[config.mk]
export PLATFORM = sky130hd
export DESIGN_NAME = morse_key_decoder
export DESIGN_NICKNAME = d
export VERILOG_FILES = /design/src/rtl/morse_key_decoder.sv
export SDC_FILE = /design/constraint.sdc
export NUM_CORES = 1
export LEC_CHECK = 0
export BUFFER_PORTS_ARGS = -buffer_cell sky130_fd_sc_hd__buf_2
export CORE_MARGIN = 2
export CORE_UTILIZATION = 54
export DETAILED_ROUTE_END_ITERATION = 12
export GPL_ROUTABILITY_DRIVEN = 1
export PLACE_DENSITY = 0.71
export SYNTH_ARGS = -nofsm -noshare
export SYNTH_HDL_FRONTEND = slang
export SYNTH_SLANG_ARGS = --single-unit
[constraint.sdc]
create_clock -name clk -period 3.1 [get_ports clk]
set_input_delay 0.31 -clock clk [delete_from_list [all_inputs] [get_ports clk]]
set_output_delay 0.31 -clock clk [all_outputs]
set_load 0.005 [all_outputs]
[src/rtl/morse_key_decoder.sv]
// ============================================================================
// Module  : morse_key_decoder
// Brief   : Times key marks/gaps, buffers dots and dashes, emits ITU ASCII.
// Revision: 1.0 - initial release
// ============================================================================
`default_nettype none

module morse_key_decoder #(
  parameter int MAX_SYMBOLS      = 5,
  parameter int MIN_TICKS        = 2,
  parameter int DASH_TICKS       = 6,
  parameter int LETTER_GAP_TICKS = 10,
  parameter int WORD_GAP_TICKS   = 24,
  parameter int CNT_W            = 16
) (
  input  logic       clk,
  input  logic       reset,
  input  logic       key,
  output logic [7:0] ascii_char,
  output logic       char_valid,
  output logic       decode_err,
  output logic [3:0] sym_count,
  output logic       busy
);

  typedef enum logic [2:0] {
    S_IDLE       = 3'd0,
    S_MARK       = 3'd1,
    S_GAP        = 3'd2,
    S_EMIT       = 3'd3,
    S_WORD_WAIT  = 3'd4,
    S_EMIT_SPACE = 3'd5
  } state_t;

  localparam logic [CNT_W-1:0] C_MIN_TICKS  = CNT_W'(MIN_TICKS);
  localparam logic [CNT_W-1:0] C_DASH_TICKS = CNT_W'(DASH_TICKS);
  localparam logic [CNT_W-1:0] C_LETTER_GAP = CNT_W'(LETTER_GAP_TICKS);
  localparam logic [CNT_W-1:0] C_WORD_GAP   = CNT_W'(WORD_GAP_TICKS);
  localparam logic [CNT_W-1:0] C_CNT_MAX    = {CNT_W{1'b1}};
  localparam logic [3:0]       C_SYM_MAX    = 4'(MAX_SYMBOLS);
  localparam logic [7:0]       C_CHAR_ERR   = 8'h3F;
  localparam logic [7:0]       C_CHAR_SPACE = 8'h20;
  localparam logic [7:0]       C_CHAR_RESET = 8'h2D;

  state_t                 r_state,    w_state_nxt;
  logic [CNT_W-1:0]       r_mark_cnt, w_mark_cnt_nxt;
  logic [CNT_W-1:0]       r_gap_cnt,  w_gap_cnt_nxt;
  logic [MAX_SYMBOLS-1:0] r_sym_buf,  w_sym_buf_nxt;
  logic [3:0]             r_sym_cnt,  w_sym_cnt_nxt;
  logic                   r_ovf,      w_ovf_nxt;
  logic [7:0]             r_ascii,    w_ascii_nxt;
  logic                   r_valid,    w_valid_nxt;
  logic                   r_err,      w_err_nxt;
  logic [CNT_W-1:0]       w_mark_inc, w_gap_inc;
  logic [8:0]             w_lookup;

  // Code key is {length, pattern}; the first symbol sits in the MSB of the
  // used length and unused upper pattern bits are always zero.
  function automatic logic [8:0] f_lookup(input logic [3:0] len, input logic [4:0] pat);
    logic [7:0] c;
    c = C_CHAR_ERR;
    if (len <= 4'd5) begin
      case ({len[2:0], pat})
        {3'd1, 5'b00000}: c = "E";  {3'd1, 5'b00001}: c = "T";
        {3'd2, 5'b00000}: c = "I";  {3'd2, 5'b00001}: c = "A";
        {3'd2, 5'b00010}: c = "N";  {3'd2, 5'b00011}: c = "M";
        {3'd3, 5'b00000}: c = "S";  {3'd3, 5'b00001}: c = "U";
        {3'd3, 5'b00010}: c = "R";  {3'd3, 5'b00011}: c = "W";
        {3'd3, 5'b00100}: c = "D";  {3'd3, 5'b00101}: c = "K";
        {3'd3, 5'b00110}: c = "G";  {3'd3, 5'b00111}: c = "O";
        {3'd4, 5'b00000}: c = "H";  {3'd4, 5'b00001}: c = "V";
        {3'd4, 5'b00010}: c = "F";  {3'd4, 5'b00100}: c = "L";
        {3'd4, 5'b00110}: c = "P";  {3'd4, 5'b00111}: c = "J";
        {3'd4, 5'b01000}: c = "B";  {3'd4, 5'b01001}: c = "X";
        {3'd4, 5'b01010}: c = "C";  {3'd4, 5'b01011}: c = "Y";
        {3'd4, 5'b01100}: c = "Z";  {3'd4, 5'b01101}: c = "Q";
        {3'd5, 5'b00000}: c = "5";  {3'd5, 5'b00001}: c = "4";
        {3'd5, 5'b00011}: c = "3";  {3'd5, 5'b00111}: c = "2";
        {3'd5, 5'b01111}: c = "1";  {3'd5, 5'b10000}: c = "6";
        {3'd5, 5'b11000}: c = "7";  {3'd5, 5'b11100}: c = "8";
        {3'd5, 5'b11110}: c = "9";  {3'd5, 5'b11111}: c = "0";
        default:          c = C_CHAR_ERR;
      endcase
    end
    return {(c == C_CHAR_ERR), c};
  endfunction

  assign w_mark_inc = (r_mark_cnt == C_CNT_MAX) ? r_mark_cnt : r_mark_cnt + 1'b1;
  assign w_gap_inc  = (r_gap_cnt  == C_CNT_MAX) ? r_gap_cnt  : r_gap_cnt  + 1'b1;
  assign w_lookup   = f_lookup(r_sym_cnt, r_sym_buf[4:0]);

  always_comb begin
    w_state_nxt    = r_state;
    w_mark_cnt_nxt = r_mark_cnt;
    w_gap_cnt_nxt  = r_gap_cnt;
    w_sym_buf_nxt  = r_sym_buf;
    w_sym_cnt_nxt  = r_sym_cnt;
    w_ovf_nxt      = r_ovf;
    w_ascii_nxt    = r_ascii;
    w_valid_nxt    = 1'b0;
    w_err_nxt      = 1'b0;
    case (r_state)
      S_IDLE: begin
        w_gap_cnt_nxt = '0;
        if (key) begin
          w_state_nxt    = S_MARK;
          w_mark_cnt_nxt = CNT_W'(1);
        end
      end
      S_MARK: begin
        if (key) begin
          w_mark_cnt_nxt = w_mark_inc;
        end else if (r_mark_cnt < C_MIN_TICKS) begin
          // Glitch: gap timing resumes as if the mark never happened.
          w_state_nxt = (r_sym_cnt != 4'd0) ? S_GAP : S_IDLE;
        end else begin
          w_state_nxt   = S_GAP;
          w_gap_cnt_nxt = CNT_W'(1);
          if (r_sym_cnt == C_SYM_MAX) begin
            w_ovf_nxt = 1'b1;
          end else begin
            w_sym_buf_nxt = {r_sym_buf[MAX_SYMBOLS-2:0], (r_mark_cnt >= C_DASH_TICKS)};
            w_sym_cnt_nxt = r_sym_cnt + 4'd1;
          end
        end
      end
      S_GAP: begin
        if (key) begin
          w_state_nxt    = S_MARK;
          w_mark_cnt_nxt = CNT_W'(1);
        end else begin
          w_gap_cnt_nxt = w_gap_inc;
          if (w_gap_inc >= C_LETTER_GAP) w_state_nxt = S_EMIT;
        end
      end
      S_EMIT: begin
        w_ascii_nxt   = r_ovf ? C_CHAR_ERR : w_lookup[7:0];
        w_err_nxt     = r_ovf | w_lookup[8];
        w_valid_nxt   = 1'b1;
        w_sym_buf_nxt = '0;
        w_sym_cnt_nxt = 4'd0;
        w_ovf_nxt     = 1'b0;
        w_gap_cnt_nxt = w_gap_inc;
        if (key) begin
          w_state_nxt    = S_MARK;
          w_mark_cnt_nxt = CNT_W'(1);
        end else begin
          w_state_nxt = S_WORD_WAIT;
        end
      end
      S_WORD_WAIT: begin
        if (key) begin
          w_state_nxt    = S_MARK;
          w_mark_cnt_nxt = CNT_W'(1);
        end else begin
          w_gap_cnt_nxt = w_gap_inc;
          if (w_gap_inc >= C_WORD_GAP) w_state_nxt = S_EMIT_SPACE;
        end
      end
      S_EMIT_SPACE: begin
        w_ascii_nxt   = C_CHAR_SPACE;
        w_valid_nxt   = 1'b1;
        w_gap_cnt_nxt = '0;
        if (key) begin
          w_state_nxt    = S_MARK;
          w_mark_cnt_nxt = CNT_W'(1);
        end else begin
          w_state_nxt = S_IDLE;
        end
      end
      default: w_state_nxt = S_IDLE;
    endcase
  end

  always_ff @(posedge clk or posedge reset) begin
    if (reset) begin
      r_state    <= S_IDLE;
      r_mark_cnt <= '0;
      r_gap_cnt  <= '0;
      r_sym_buf  <= '0;
      r_sym_cnt  <= 4'd0;
      r_ovf      <= 1'b0;
      r_ascii    <= C_CHAR_RESET;
      r_valid    <= 1'b0;
      r_err      <= 1'b0;
    end else begin
      r_state    <= w_state_nxt;
      r_mark_cnt <= w_mark_cnt_nxt;
      r_gap_cnt  <= w_gap_cnt_nxt;
      r_sym_buf  <= w_sym_buf_nxt;
      r_sym_cnt  <= w_sym_cnt_nxt;
      r_ovf      <= w_ovf_nxt;
      r_ascii    <= w_ascii_nxt;
      r_valid    <= w_valid_nxt;
      r_err      <= w_err_nxt;
    end
  end

  assign ascii_char = r_ascii;
  assign char_valid = r_valid;
  assign decode_err = r_err;
  assign sym_count  = r_sym_cnt;
  assign busy       = (r_state != S_IDLE);

endmodule

`default_nettype wire

; Word-level counts from Yosys, hierarchy flattened
; Index checks and enable logic that the tools add are counted.
[word_totals]
output_inout_bits = 15
reg_bits = 55
[classes]
bitwise_logic = 1
n_eq_ne = 56
add_sub_neg = 3
reduce_logical = 16
magnitude_cmp = 5
mux = 38
[ops]
columns = op, count
row1 = 7-bit one-hot mux with 36 select lines, 1
row2 = "8-bit == test, second input constant", 22
row3 = 16-bit two-way mux, 7
row4 = "8-bit by 7-bit == test with 1-bit output, second input constant", 12
row5 = 16-bit one-hot mux with 4 select lines, 1
row6 = "16-bit by 1-bit adder with 16-bit output, second input constant", 2
row7 = "16-bit == test, second input constant", 2
row8 = 16-bit one-hot mux with 2 select lines, 1
row9 = "8-bit by 6-bit == test with 1-bit output, second input constant", 3
row10 = 3-bit two-way mux, 7
row11 = 4-bit AND reduction, 5
row12 = 3-bit one-hot mux with 6 select lines, 1
row13 = "16-bit by 3-bit >= comparator with 1-bit output, second input constant", 1
row14 = "16-bit by 4-bit >= comparator with 1-bit output, second input constant", 1
row15 = "16-bit by 5-bit >= comparator with 1-bit output, second input constant", 1
row16 = "16-bit by 2-bit < comparator with 1-bit output, second input constant", 1
row17 = "2-bit != test, second input constant", 8
row18 = 8-bit one-hot mux with 2 select lines, 1
row19 = 5-bit two-way mux, 3
row20 = 4-bit two-way mux, 3
row21 = 5-bit one-hot mux with 2 select lines, 1
row22 = 8-bit two-way mux, 1
row23 = 4-bit one-hot mux with 2 select lines, 1
row24 = 4-bit nonzero test, 2
row25 = other kinds (18), 31

; Longest topological paths before layout
[depth]
depth_word = 6
ltp_mapped = 10
ltp_nobuf = 9

; Worst setup path after synthesis
; No wires, ideal clock.
[synth_timing]
path_kind = reg-to-reg
startpoint = reg r_gap_cnt[0]
endpoint = reg r_state[0]
setup_ns = 0.134
stages_incl_launch_ff = 10
arrival_time_ns = 1.939
path_buffers = 1
slack_ns = 1.028
period_less_slack_ns = 2.072
cell_sequence = dfrtp_1 ha_1 and2_1 buf_2 nand2_1 nor3_1 xor2_1 a2111oi_0 nor4bb_1 a31oi_1
[synth_via]
elab_chain_len = 5
[synth_lines]
columns = item, line
row1 = "start, declared", 47  ; logic [CNT_W-1:0] r_gap_cnt, w_gap_cnt_nxt;
row2 = "start signal, assigned", 189  ; r_gap_cnt <= w_gap_cnt_nxt;
row3 = 16-bit by 1-bit adder with 16-bit output / 16-bit == test (equally long branches), 89  ; assign w_gap_inc = (r_gap_cnt == C_CNT_MAX) ? r_gap_cnt : r_gap_cnt + 1'b1;
row4 = 16-bit two-way mux (*), 89
row5 = 16-bit by 5-bit >= comparator with 1-bit output / 16-bit by 4-bit >= comparator with 1-bit output (equally long branches), "157, 133"
row6 = 3-bit != test (no line), n/a
row7 = 4-bit AND reduction (no line) (*), n/a
row8 = "end signal, assigned", 187  ; r_state <= w_state_nxt;
row9 = "end, declared", 45  ; state_t r_state, w_state_nxt;
; Mark *: on every way between the ends. The rest lies on a longest branch, timed or not.
; A chain may end at the register's enable or synchronous reset.

; Worst setup path after layout
; Ends and elaborated chain as after synthesis.

==> results.txt <==
- Cell area after technology mapping: a little under 4000 um^2
- The signal on the critical path passes through ha_1 > and2_1 > nand2_1 > nor3_1 > xor2_1 > a2111oi_0 > nor4bb_1 > a31oi_1.
- Met1 wire length: about 4100 um
* Cell count after synthesis: 478
- Clock Root Buffer: clkbuf_8
* Final worst setup slack: 0.584 ns
* Final instance area: 4060 um^2
- Total clock buffers created by CTS: 5
- Max transition margin: 29.6%
* Routed wire per std cell: 15.6 um
- The die covers 7870 um^2.
- Worst endpoint required time: 3.29 ns
- Die height: 88.7 um
* Congestion Overflow GR: 0
* Port-buffer cells: 16
* GRT Total Usage: 23.9%
- Entering global routing, the biggest net connects 53 pins.
* Highest clock frequency the design can meet: 398 MHz
- The number of nets handed over by synthesis was 486.
* Number of design-rule violations left by the first detailed-router iteration: around 220
* Layout Nets: 480
- For this design the ratio of total power to cell area is 778 nW/um^2.
- Post-DRT Antenna Nets: 0
* Synthesis Warnings: 0
- The tool flagged a number of max-cap violations equal to 0.
- Leaving out fill and tap cells, the most frequent cell in the layout is dfrtp_1.
* Core Region: 6870 um^2
- On the final layout, the worst hold slack is ~0.25 ns.
- Via-to-Cell Ratio: 6.20
- Post-synth ARST share: between 90% and 100%
- Counting flops and latches in the post-synthesis netlist gives between 50 and 60.
- Result of the run: complete, no violations
- Post-placement cell count: 561
- Initial Utilization: between 50% and 60%
* Number of gates given a new drive strength after cts: 0
* Site row count: 30
* Pin slew with the least headroom to its limit: 1.05 ns
* Worst clock skew: 0.00735 ns
* Number of primary I/O pins: 18
* Data arrival time of the critical path: 2.71 ns
- Topmost layer with routed signal wires: met4
* Cell area after placement: roughly 4000 um^2
- Critical path startpoint category: flop
- Final setup TNS: 0 ns
* Post-Route WL: about 9000 um
- For the finished layout, the period the worst path requires is 2.52 ns.
- The longest clock path from root to sink contains 2 buffers.
* Highest cell delay on the worst timing path: 0.48 ns
- Worst Setup SP: r_gap_cnt[0]$_DFFE_PP0P_
* Final RePlAce weighted congestion: 0.978
- Peak VDD IR: roughly 0.32 mV
* Classification of the worst-slack hold path: primary input to async pin
* DRC violations left: 0
- Summed over all nets, wire length on met2 after detailed routing comes to 4120 um.
- The first global-routing pass estimated 15,000 um of wire.
- Max H-tree Level: 2
- Total power for the finished layout comes to roughly 3.2 mW.
- The routed layout has 3,530 vias.
- Layout cell share with drive strength beyond 1: a little over a tenth
- Dividing the synthesized area by the synthesized cell count gives 8.11 um^2.
- Largest fanout on the critical path: 6
- For this run, the number of standard cells in the final layout without fillers is around 570.
- Final Hold Viols: 0
- TritonCTS built the clock tree.
- The slowest stage of the critical path belongs to the cell a2111oi_0.
- R2R cell count: 8
- RSZ-0062 raised after global routing: false
* Vias in the first global route: 3,100
* Number of antenna violations at the first check in global routing: 0
- Commonest cells after routing, fill and taps aside: dfrtp_1 (50), nor2_1 (48), nand2_1 (47)
- Length of the first detailed-routing pass in iterations: 5
* Synthesis-to-finish area growth: 4.68%
* Crit Path Category: flop to flop
- The die is 88.7 um wide.
- Place WS: between 0.6 and 0.7 ns
* Count of endpoints failing setup in the final report: 0
- Share of synthesized area occupied by flip-flops and latches: 35.0%
- Summed over all nets, wire length on met3 after detailed routing comes to 440 um.
- The analysis attributes to cell leakage a power of 1.71 nW.
* Fraction of the cycle the final worst path needs: about four fifths
* Endpoint of the most critical register-to-register path: r_state[0]$_DFFE_PP0P_
- After synthesis, the netlist uses 74 different library cells.
* Clock transition time at the flip-flop clock pins of the worst setup and hold paths: 0.10 ns
- Filler Cell Count: about 640
- Number of buffers added for setup after CTS: 0
- Total of hold buffers inserted after clock tree synthesis: 0
- Startpoint of the most critical register-to-register path: r_gap_cnt[0]$_DFFE_PP0P_
- Cells fill between 50% and 60% of the core in the end.
* Clock tree sinks: 54
- The most used flip-flop cell after synthesis is dfrtp_1.
* Clock insertion delay at the later pin of the skew report: 0.31 ns
- Post-synth EDFFs: 0
- 0 antenna diodes ended up in the layout.
* DP Wirelength: 6190 um
- The number of pins exceeding their max-slew limit in the final report came to 0.
* Critical Path Sink Type: flop
- For flop-to-flop paths, the worst setup slack is 0.58 ns.
## synthesized netlist by cell type (all sizes together), types with 11 or more instances
library cell	instances	area share, %
nand2	47	4.5
nand4	11	1.8
o21ai	33	4.3
dfrtp	50	32
nor2	48	4.6
a21oi	36	4.7
and3	12	1.9
xor2	15	3.4
buf	26	3.5
nor3	17	2.5
nand3	25	3.4
nor2b	11	1.8
## cell families (layout without fill, tap and decap cells)
family	after synthesis	after routing	share of synthesized area, %
AOI/OAI and AO/OA	129	129	21.6
xor gates and xnor gates	21	21	4.74
adders and majority gates	5	5	1.61
buffers and inverters	45	40	5.32
DFF	54	54	35.0
muxes	4	4	1.06
other	1	1	0.0967
and+or+nand+nor	219	219	30.6
## power breakdown
group	total, mW	switching [mW]	internal, mW
Clock	0.442	0.237	0.205
Sequential	1.14	0.278	0.865
Combinational	1.57	0.952	0.620
## worst max-delay path: cells and delay by family, from the launching register on
| kind | cells | cell delay, ns |
|---|---|---|
| AO/OA/AOI/OAI | 2 | 0.60 |
| XOR/XNOR | 1 | 0.12 |
| adder cells (fa/ha/maj) | 1 | 0.22 |
| flip-flops | 1 | 0.41 |
| AND/OR/NAND/NOR | 4 | 1.04 |
## worst max-delay path by stage
stage	to	slack, ns	cells after the start
finish	r_state[0]$_DFFE_PP0P_	0.58	8
CTS	r_state[0]$_DFFE_PP0P_	0.58	8
global placement	r_state[0]$_DFFE_PP0P_	0.70	8
detailed placement	r_state[0]$_DFFE_PP0P_	0.62	8
floorplan	r_state[0]$_DFFE_PP0P_	1.03	9
global route	r_state[0]$_DFFE_PP0P_	0.34	8
## metal layers
metal / track usage [%] / vias up
met5: 0 / -
met4: 9.37 / 0
met3: 3.45 / 18
met2: 36.4 / 120
met1: 34.2 / 1659
li1: - / 1733
## registers in the layout (all words and copies together) (netlist names)
register,count
r_gap_cnt,16
r_mark_cnt,16
ascii_char,7
r_sym_buf,5
sym_count,4
r_state,3
char_valid,1
decode_err,1
r_ovf,1
## area by class of cell
cell class	instances	area [um^2]	share of cell area, %
inverters	10	37.5	0.925
clock inverters	1	8.76	0.216
multi-input cells	379	2310	57.0
flip-flops and latches	54	1360	33.4
repair buffers	22	125	3.08
clock buffers	7	96.3	2.37
well taps	96	120	2.96
No activity file was read; power rests on OpenSTA's default activity.
